`src/rtl/cam_table_ctrl.sv`:
```
// Command sequencer for the CAM: turns lookup/insert/delete commands into
// compare and write sequences, owns the free-slot bitmap and answers each command.
module cam_table_ctrl #(
  parameter int unsigned DATA_WIDTH    = 64,
  parameter int unsigned ADDR_WIDTH    = 5,
  parameter int unsigned SLICE_WIDTH   = 4,
  parameter int unsigned MATCH_LATENCY = 2,
  localparam int unsigned SLICE_COUNT  = (DATA_WIDTH + SLICE_WIDTH - 1) / SLICE_WIDTH
) (
  input  logic                    clk,
  input  logic                    rst,
  input  logic                    cmd_valid,
  output logic                    cmd_ready,
  input  logic [1:0]              cmd_op,
  input  logic [DATA_WIDTH-1:0]   cmd_data,
  input  logic [SLICE_COUNT-1:0]  cmd_mask,
  output logic                    rsp_valid,
  input  logic                    rsp_ready,
  output logic                    rsp_hit,
  output logic [ADDR_WIDTH-1:0]   rsp_addr,
  output logic                    rsp_err,
  output logic [ADDR_WIDTH:0]     occupancy,
  output logic [ADDR_WIDTH-1:0]   cam_write_addr,
  output logic [DATA_WIDTH-1:0]   cam_write_data,
  output logic                    cam_write_delete,
  output logic                    cam_write_enable,
  output logic [SLICE_COUNT-1:0]  cam_select_mask,
  input  logic                    cam_write_busy,
  output logic [DATA_WIDTH-1:0]   cam_compare_data,
  input  logic                    cam_match,
  input  logic [ADDR_WIDTH-1:0]   cam_match_addr,
  input  logic                    cam_setup
);

  localparam int unsigned N  = 1 << ADDR_WIDTH;
  localparam int unsigned OW = ADDR_WIDTH + 1;
  localparam int unsigned CW = 4;

  localparam logic [1:0] OP_LOOKUP = 2'b00;
  localparam logic [1:0] OP_INSERT = 2'b01;
  localparam logic [1:0] OP_DELETE = 2'b10;
  localparam logic [1:0] OP_RSVD   = 2'b11;

  typedef enum logic [2:0] {
    IDLE      = 3'd0,
    SEARCH    = 3'd1,
    WRITE     = 3'd2,
    WAIT_BUSY = 3'd3,
    RESP      = 3'd4
  } state_t;

  state_t                  state;
  logic [1:0]              op_q;
  logic [DATA_WIDTH-1:0]   data_q;
  logic [SLICE_COUNT-1:0]  mask_q;
  logic [CW-1:0]           lat_cnt;
  logic [N-1:0]            bitmap;
  logic [ADDR_WIDTH-1:0]   target;
  logic                    wait_first;
  logic [ADDR_WIDTH-1:0]   free_idx_c;
  logic                    full_c;

  // Lowest clear bitmap index; scanning downward lets the lowest index win.
  always_comb begin
    free_idx_c = '0;
    for (int i = int'(N) - 1; i >= 0; i--) begin
      if (!bitmap[i]) free_idx_c = ADDR_WIDTH'(i);
    end
  end

  assign full_c = (occupancy == OW'(N));

  always_ff @(posedge clk) begin
    if (rst) begin
      state            <= IDLE;
      op_q             <= '0;
      data_q           <= '0;
      mask_q           <= '0;
      lat_cnt          <= '0;
      bitmap           <= '0;
      target           <= '0;
      wait_first       <= 1'b0;
      cmd_ready        <= 1'b0;
      rsp_valid        <= 1'b0;
      rsp_hit          <= 1'b0;
      rsp_addr         <= '0;
      rsp_err          <= 1'b0;
      occupancy        <= '0;
      cam_write_addr   <= '0;
      cam_write_data   <= '0;
      cam_write_delete <= 1'b0;
      cam_write_enable <= 1'b0;
      cam_select_mask  <= '0;
      cam_compare_data <= '0;
    end else begin
      cam_write_enable <= 1'b0;
      cam_write_delete <= 1'b0;
      case (state)
        IDLE: begin
          if (cmd_valid && cmd_ready) begin
            cmd_ready <= 1'b0;
            op_q      <= cmd_op;
            data_q    <= cmd_data;
            mask_q    <= cmd_mask;
            if (cmd_op == OP_RSVD) begin
              rsp_hit   <= 1'b0;
              rsp_addr  <= '0;
              rsp_err   <= 1'b1;
              rsp_valid <= 1'b1;
              state     <= RESP;
            end else begin
              cam_compare_data <= cmd_data;
              lat_cnt          <= CW'(MATCH_LATENCY);
              state            <= SEARCH;
            end
          end else begin
            cmd_ready <= !cam_setup && !cam_write_busy;
          end
        end

        SEARCH: begin
          if (lat_cnt != '0) begin
            lat_cnt <= lat_cnt - CW'(1);
          end else begin
            // Default outcome is an immediate response; write paths override it.
            rsp_hit   <= 1'b0;
            rsp_addr  <= '0;
            rsp_err   <= 1'b0;
            rsp_valid <= 1'b1;
            state     <= RESP;
            case (op_q)
              OP_LOOKUP: begin
                rsp_hit  <= cam_match;
                rsp_addr <= cam_match ? cam_match_addr : '0;
              end
              OP_INSERT: begin
                if (cam_match) begin
                  rsp_hit  <= 1'b1;
                  rsp_addr <= cam_match_addr;
                end else if (full_c) begin
                  rsp_err <= 1'b1;
                end else begin
                  target    <= free_idx_c;
                  rsp_addr  <= free_idx_c;
                  rsp_valid <= 1'b0;
                  state     <= WRITE;
                end
              end
              default: begin
                if (cam_match) begin
                  target    <= cam_match_addr;
                  rsp_hit   <= 1'b1;
                  rsp_addr  <= cam_match_addr;
                  rsp_valid <= 1'b0;
                  state     <= WRITE;
                end else begin
                  rsp_err <= 1'b1;
                end
              end
            endcase
          end
        end

        WRITE: begin
          if (!cam_write_busy) begin
            cam_write_enable <= 1'b1;
            cam_write_delete <= (op_q == OP_DELETE);
            cam_write_addr   <= target;
            cam_write_data   <= data_q;
            cam_select_mask  <= mask_q;
            bitmap[target]   <= (op_q != OP_DELETE);
            occupancy        <= (op_q == OP_DELETE) ? occupancy - OW'(1) : occupancy + OW'(1);
            wait_first       <= 1'b1;
            state            <= WAIT_BUSY;
          end
        end

        WAIT_BUSY: begin
          // First cycle is skipped so the CAM's busy flag has time to assert.
          wait_first <= 1'b0;
          if (!wait_first && !cam_write_busy) begin
            rsp_valid <= 1'b1;
            state     <= RESP;
          end
        end

        RESP: begin
          if (rsp_ready) begin
            rsp_valid <= 1'b0;
            state     <= IDLE;
          end
        end

        default: state <= IDLE;
      endcase
    end
  end

endmodule

```
`config.mk`:
```
export PLATFORM = sky130hd
export DESIGN_NAME = cam_table_ctrl
export DESIGN_NICKNAME = d
export VERILOG_FILES = /design/src/rtl/cam_table_ctrl.sv
export SDC_FILE = /design/constraint.sdc
export NUM_CORES = 1
export LEC_CHECK = 0
export ABC_CLOCK_PERIOD_IN_PS = 4400
export BUFFER_PORTS_ARGS = -buffer_cell sky130_fd_sc_hd__buf_2
export CAP_MARGIN = 20
export CORE_MARGIN = 4
export CORE_UTILIZATION = 55
export DETAILED_ROUTE_END_ITERATION = 8
export MAX_ROUTING_LAYER = met4
export PLACE_DENSITY = 0.81
export SYNTH_ARGS = -nofsm -noshare
export SYNTH_HDL_FRONTEND = slang
export SYNTH_SLANG_ARGS = --single-unit
```
`constraint.sdc`:
```
create_clock -name clk -period 4.4 [get_ports clk]
set_input_delay 0.88 -clock clk [delete_from_list [all_inputs] [get_ports clk]]
set_output_delay 0.88 -clock clk [all_outputs]
set_load 0.005 [all_outputs]
```
==> impl_metrics.env <==
export IMPL_placed_instances=1845
export IMPL_post_drt_via_cell_ratio=5.461
export IMPL_initial_utilization_pct=56.58
export IMPL_clk_pin_slew_ns=0.06
export IMPL_finalHoldViolCount=0
export IMPL_power_report_internal_total_mw=4.390
export IMPL_routabilityCongestion=0.8694
export IMPL_share_of_the_core_filled_with_cells_pct=68.45
export IMPL_io_buffer_count=259
export IMPL_layout_worst_path_cycle_share_pct=64.06
export IMPL_holdBufCountCts=0
export IMPL_clock_insertion_delay_worst_skew_ns=0.56
export IMPL_yosys_cell_types_count=58
export IMPL_first_pass_detailed_route_iteration_total=5
export IMPL_crit_path_start_kind="register"
export IMPL_cts_resized=0
export IMPL_fin_total_pwr_mw=5.842
export IMPL_timing_slew_headroom_pct=26.83
export IMPL_post_route_min_period_ns=2.819
export IMPL_power_static_leakage_nw=5.156
export IMPL_io_pin_count=260
export IMPL_max_cap_violations=0
export IMPL_cts_inserted_buffers=30
export IMPL_clock_tree_root_cell="sky130_fd_sc_hd__clkbuf_16"
export IMPL_chip_height_um=150.2
export IMPL_critical_path_required_ns=4.80
export IMPL_layoutNonFillerInstCount=1902
export IMPL_synth_async_reset_ratio_pct=0
export IMPL_grt_pass1_wl_mm=46.95
export IMPL_area_used_by_multi_input_combinational_logic_um2=4810
export IMPL_timing_critical_path_slowest_cell_delay_ns=0.73
export IMPL_crit_buf_inv=1
export IMPL_postCtsSetupBuffers=0
export IMPL_grt_start_max_net_pins=110
export IMPL_netlist_instances=1410
export IMPL_power_frac_seq_pct=48.2
export IMPL_core_region_area_um2=19650
export IMPL_grt_overflow=0
export IMPL_seqCellArea_um2=5866
export IMPL_tritoncts="done"
export IMPL_initial_antenna_violation_count=2
export IMPL_n_fill_cell=1645
export IMPL_fin_nets=1713
export IMPL_drive_above_1_share_pct=20.67
export IMPL_detail_route_drc_violations=0
export IMPL_synth_net_count=1511
export IMPL_power_frac_comb_pct=9.1
export IMPL_synthesis_area_um2=11120
export IMPL_crit_path_max_fanout=83
export IMPL_wl_per_cell_um=15.50
export IMPL_floorplan_rows=51
export IMPL_dp_final_hpwl_mm=19.31
export IMPL_switching_share_of_total_power_pct=24.85
export IMPL_final_cell_mix="sky130_fd_sc_hd__nand2_1 (493), sky130_fd_sc_hd__dfxtp_1 (293), sky130_fd_sc_hd__a21oi_1 (275), sky130_fd_sc_hd__buf_2 (258), sky130_fd_sc_hd__nor2_1 (43)"
export IMPL_tightestPinTransition_ns=1.089
export IMPL_vdd_drop_max_v=0.0002978
export IMPL_globalRouteTotalUtil_pct=25.77
export IMPL_route_vias_total=10390
export IMPL_most_common_library_cell_in_the_layout_ignoring_fill_and_taps="sky130_fd_sc_hd__nand2_1"
export IMPL_primary_flip_flop_cell_chosen_by_synthesis_mapping="sky130_fd_sc_hd__dfxtp_1"
export IMPL_cp_top_family="simple AND/OR/NAND/NOR gates"
export IMPL_synthToLayoutAreaGrowth_pct=20.97
export IMPL_synth_seq_area_share_pct=52.75
export IMPL_status="completed"
export IMPL_critical_path_top_cell_by_count="sky130_fd_sc_hd__a21oi_1"
export IMPL_skew_ns=0.009290
export IMPL_power_density_cell_area_nw_per_um2=434.2
export IMPL_crit_path_top_delay_cell="sky130_fd_sc_hd__buf_4"
export IMPL_crit_chain="or3_1 > nor2_4 > buf_4 > nand3_1 > a21oi_1 > or2_2 > a21oi_1"
export IMPL_synth_edff_count=0
export IMPL_ys_ff_latch=293
export IMPL_synth_yosys_warnings=0
export IMPL_clock_power_share_pct=42.6
export IMPL_fin_setup_tns_ns=0
export IMPL_finalWirelength_mm=29.47
export IMPL_setup_viol=0
export IMPL_min_path_type="register to register"
export IMPL_cts_sinks=293
export IMPL_critical_path_endpoint_type="register"
export IMPL_cp_data_arrival_time_ns=3.22
export IMPL_avgSynthCellArea_um2=7.887
export IMPL_die_area_um2=22560
export IMPL_die_width_um=150.2
export IMPL_drt_iter0_drc=671
export IMPL_max_freq_mhz=354.8
export IMPL_finalMaxSlewViolations=0
export IMPL_cts_root_to_sink_buffers=3
export IMPL_timing_worst_setup_path_type="register to register"
export IMPL_netSwitchingPower_mw=1.452
export IMPL_final_antenna_net_count=0
export IMPL_number_of_global_route_vias_before_repair=9684
export IMPL_rsz_0062_raised_after_global_routing="no"
export IMPL_cts_htree_levels=1
## logic make-up after synthesis
| logic type | after synthesis | synth area share [%] |
|---|---|---|
| and+or+nand+nor | 629 | 23.37 |
| AOI/OAI and AO/OA | 359 | 18.10 |
| DFF | 293 | 52.75 |
| buffers and inverters | 115 | 4.377 |
| xor gates and xnor gates | 7 | 0.5513 |
| adders and majority gates | 7 | 0.8551 |
## cells in the mapped netlist, drive strengths merged, types with 3 or more instances
cell    number  share of area [%]
or2          4               0.25
buf         30                1.5
a211oi      14               0.95
nor2b        6               0.34
and3         4               0.24
a21oi      276                 12
ha           6               0.68
or3         12               0.68
clkbuf      71                2.4
inv         14               0.47
nor2        45                1.5
nor3b        5               0.34
nand3b       3               0.20
a21o         5               0.34
nand4        6               0.34
nand2b       4               0.22
xnor2        7               0.55
a311oi      20                1.6
or4          3               0.20
dfxtp      293                 53
nor3        12               0.59
nand2      494                 17
o21ai       18               0.81
a31oi        7               0.39
nand3       21               0.95
## registers in the layout (all words and copies together), names as in the netlist, 2 cells and up
name and flops:
cam_select_mask 16, mask_q 16, occupancy 6, cam_write_data 64, op_q 2, cam_compare_data 64
data_q 64, target 5, lat_cnt 4, bitmap 32, rsp_addr 5, state 3
cam_write_addr 5
## power groups by stage
| stage | Sequential (mW) | Clock, mW | Combinational, mW |
|---|---|---|---|
| CTS | 2.82 | 2.53 | 0.530 |
| global route | 2.83 | 2.64 | 0.598 |
| floorplan | 2.86 | 0 | 0.357 |
| global placement | 2.87 | 0 | 0.516 |
| finish | 2.82 | 2.49 | 0.533 |
| detailed placement | 2.87 | 0 | 0.526 |
## stage by stage
step | instance area [µm²] | setup WS, ns | hold WS [ns]
after CTS | 13450 | 1.608 | 0.4501
after global placement | 12450 | 1.488 | 0.4355
after detailed placement | 12450 | 1.467 | 0.4415
after global routing | 13450 | 1.348 | 0.4609
after floorplan | 11120 | 1.590 | 0.4321
final | 13450 | 1.581 | 0.4487
## cell type report
type | count | area share [%]
flip-flops and latches | 293 | 43.60
multi-input cells | 1002 | 35.75
repair buffers | 271 | 10.37
clock buffers | 43 | 6.538
well taps | 265 | 2.465
clock inverters | 12 | 0.8464
inverters | 14 | 0.3906
diodes | 2 | 0.03720
## routing by layer
layer  vias to the layer above  track usage [%]  wire length [µm]
li1                       5124                -                 -
met1                      4800            32.60             12320
met2                       392            41.38             13710
met3                        71            5.268              2440
met4                         0            8.875              1003
met5                         -                -                 0
## tightest hold or removal path: stages (launching register included)
cell	delay, ns
sky130_fd_sc_hd__dfxtp_1	0.31
sky130_fd_sc_hd__nand2_1	0.05
sky130_fd_sc_hd__a21oi_1	0.05
## final timing paths
path	to	cells past startpoint	slack (ns)	from
worst max-delay path	rsp_addr[1]	7	1.58	state[2]
worst min-delay path	cam_write_data[59]	2	0.45	data_q[59]
worst max register to register	rsp_addr[1]	7	1.58	state[2]
worst min register to register	cam_write_data[59]	2	0.45	data_q[59]
Power figures use the tool's default switching activity.
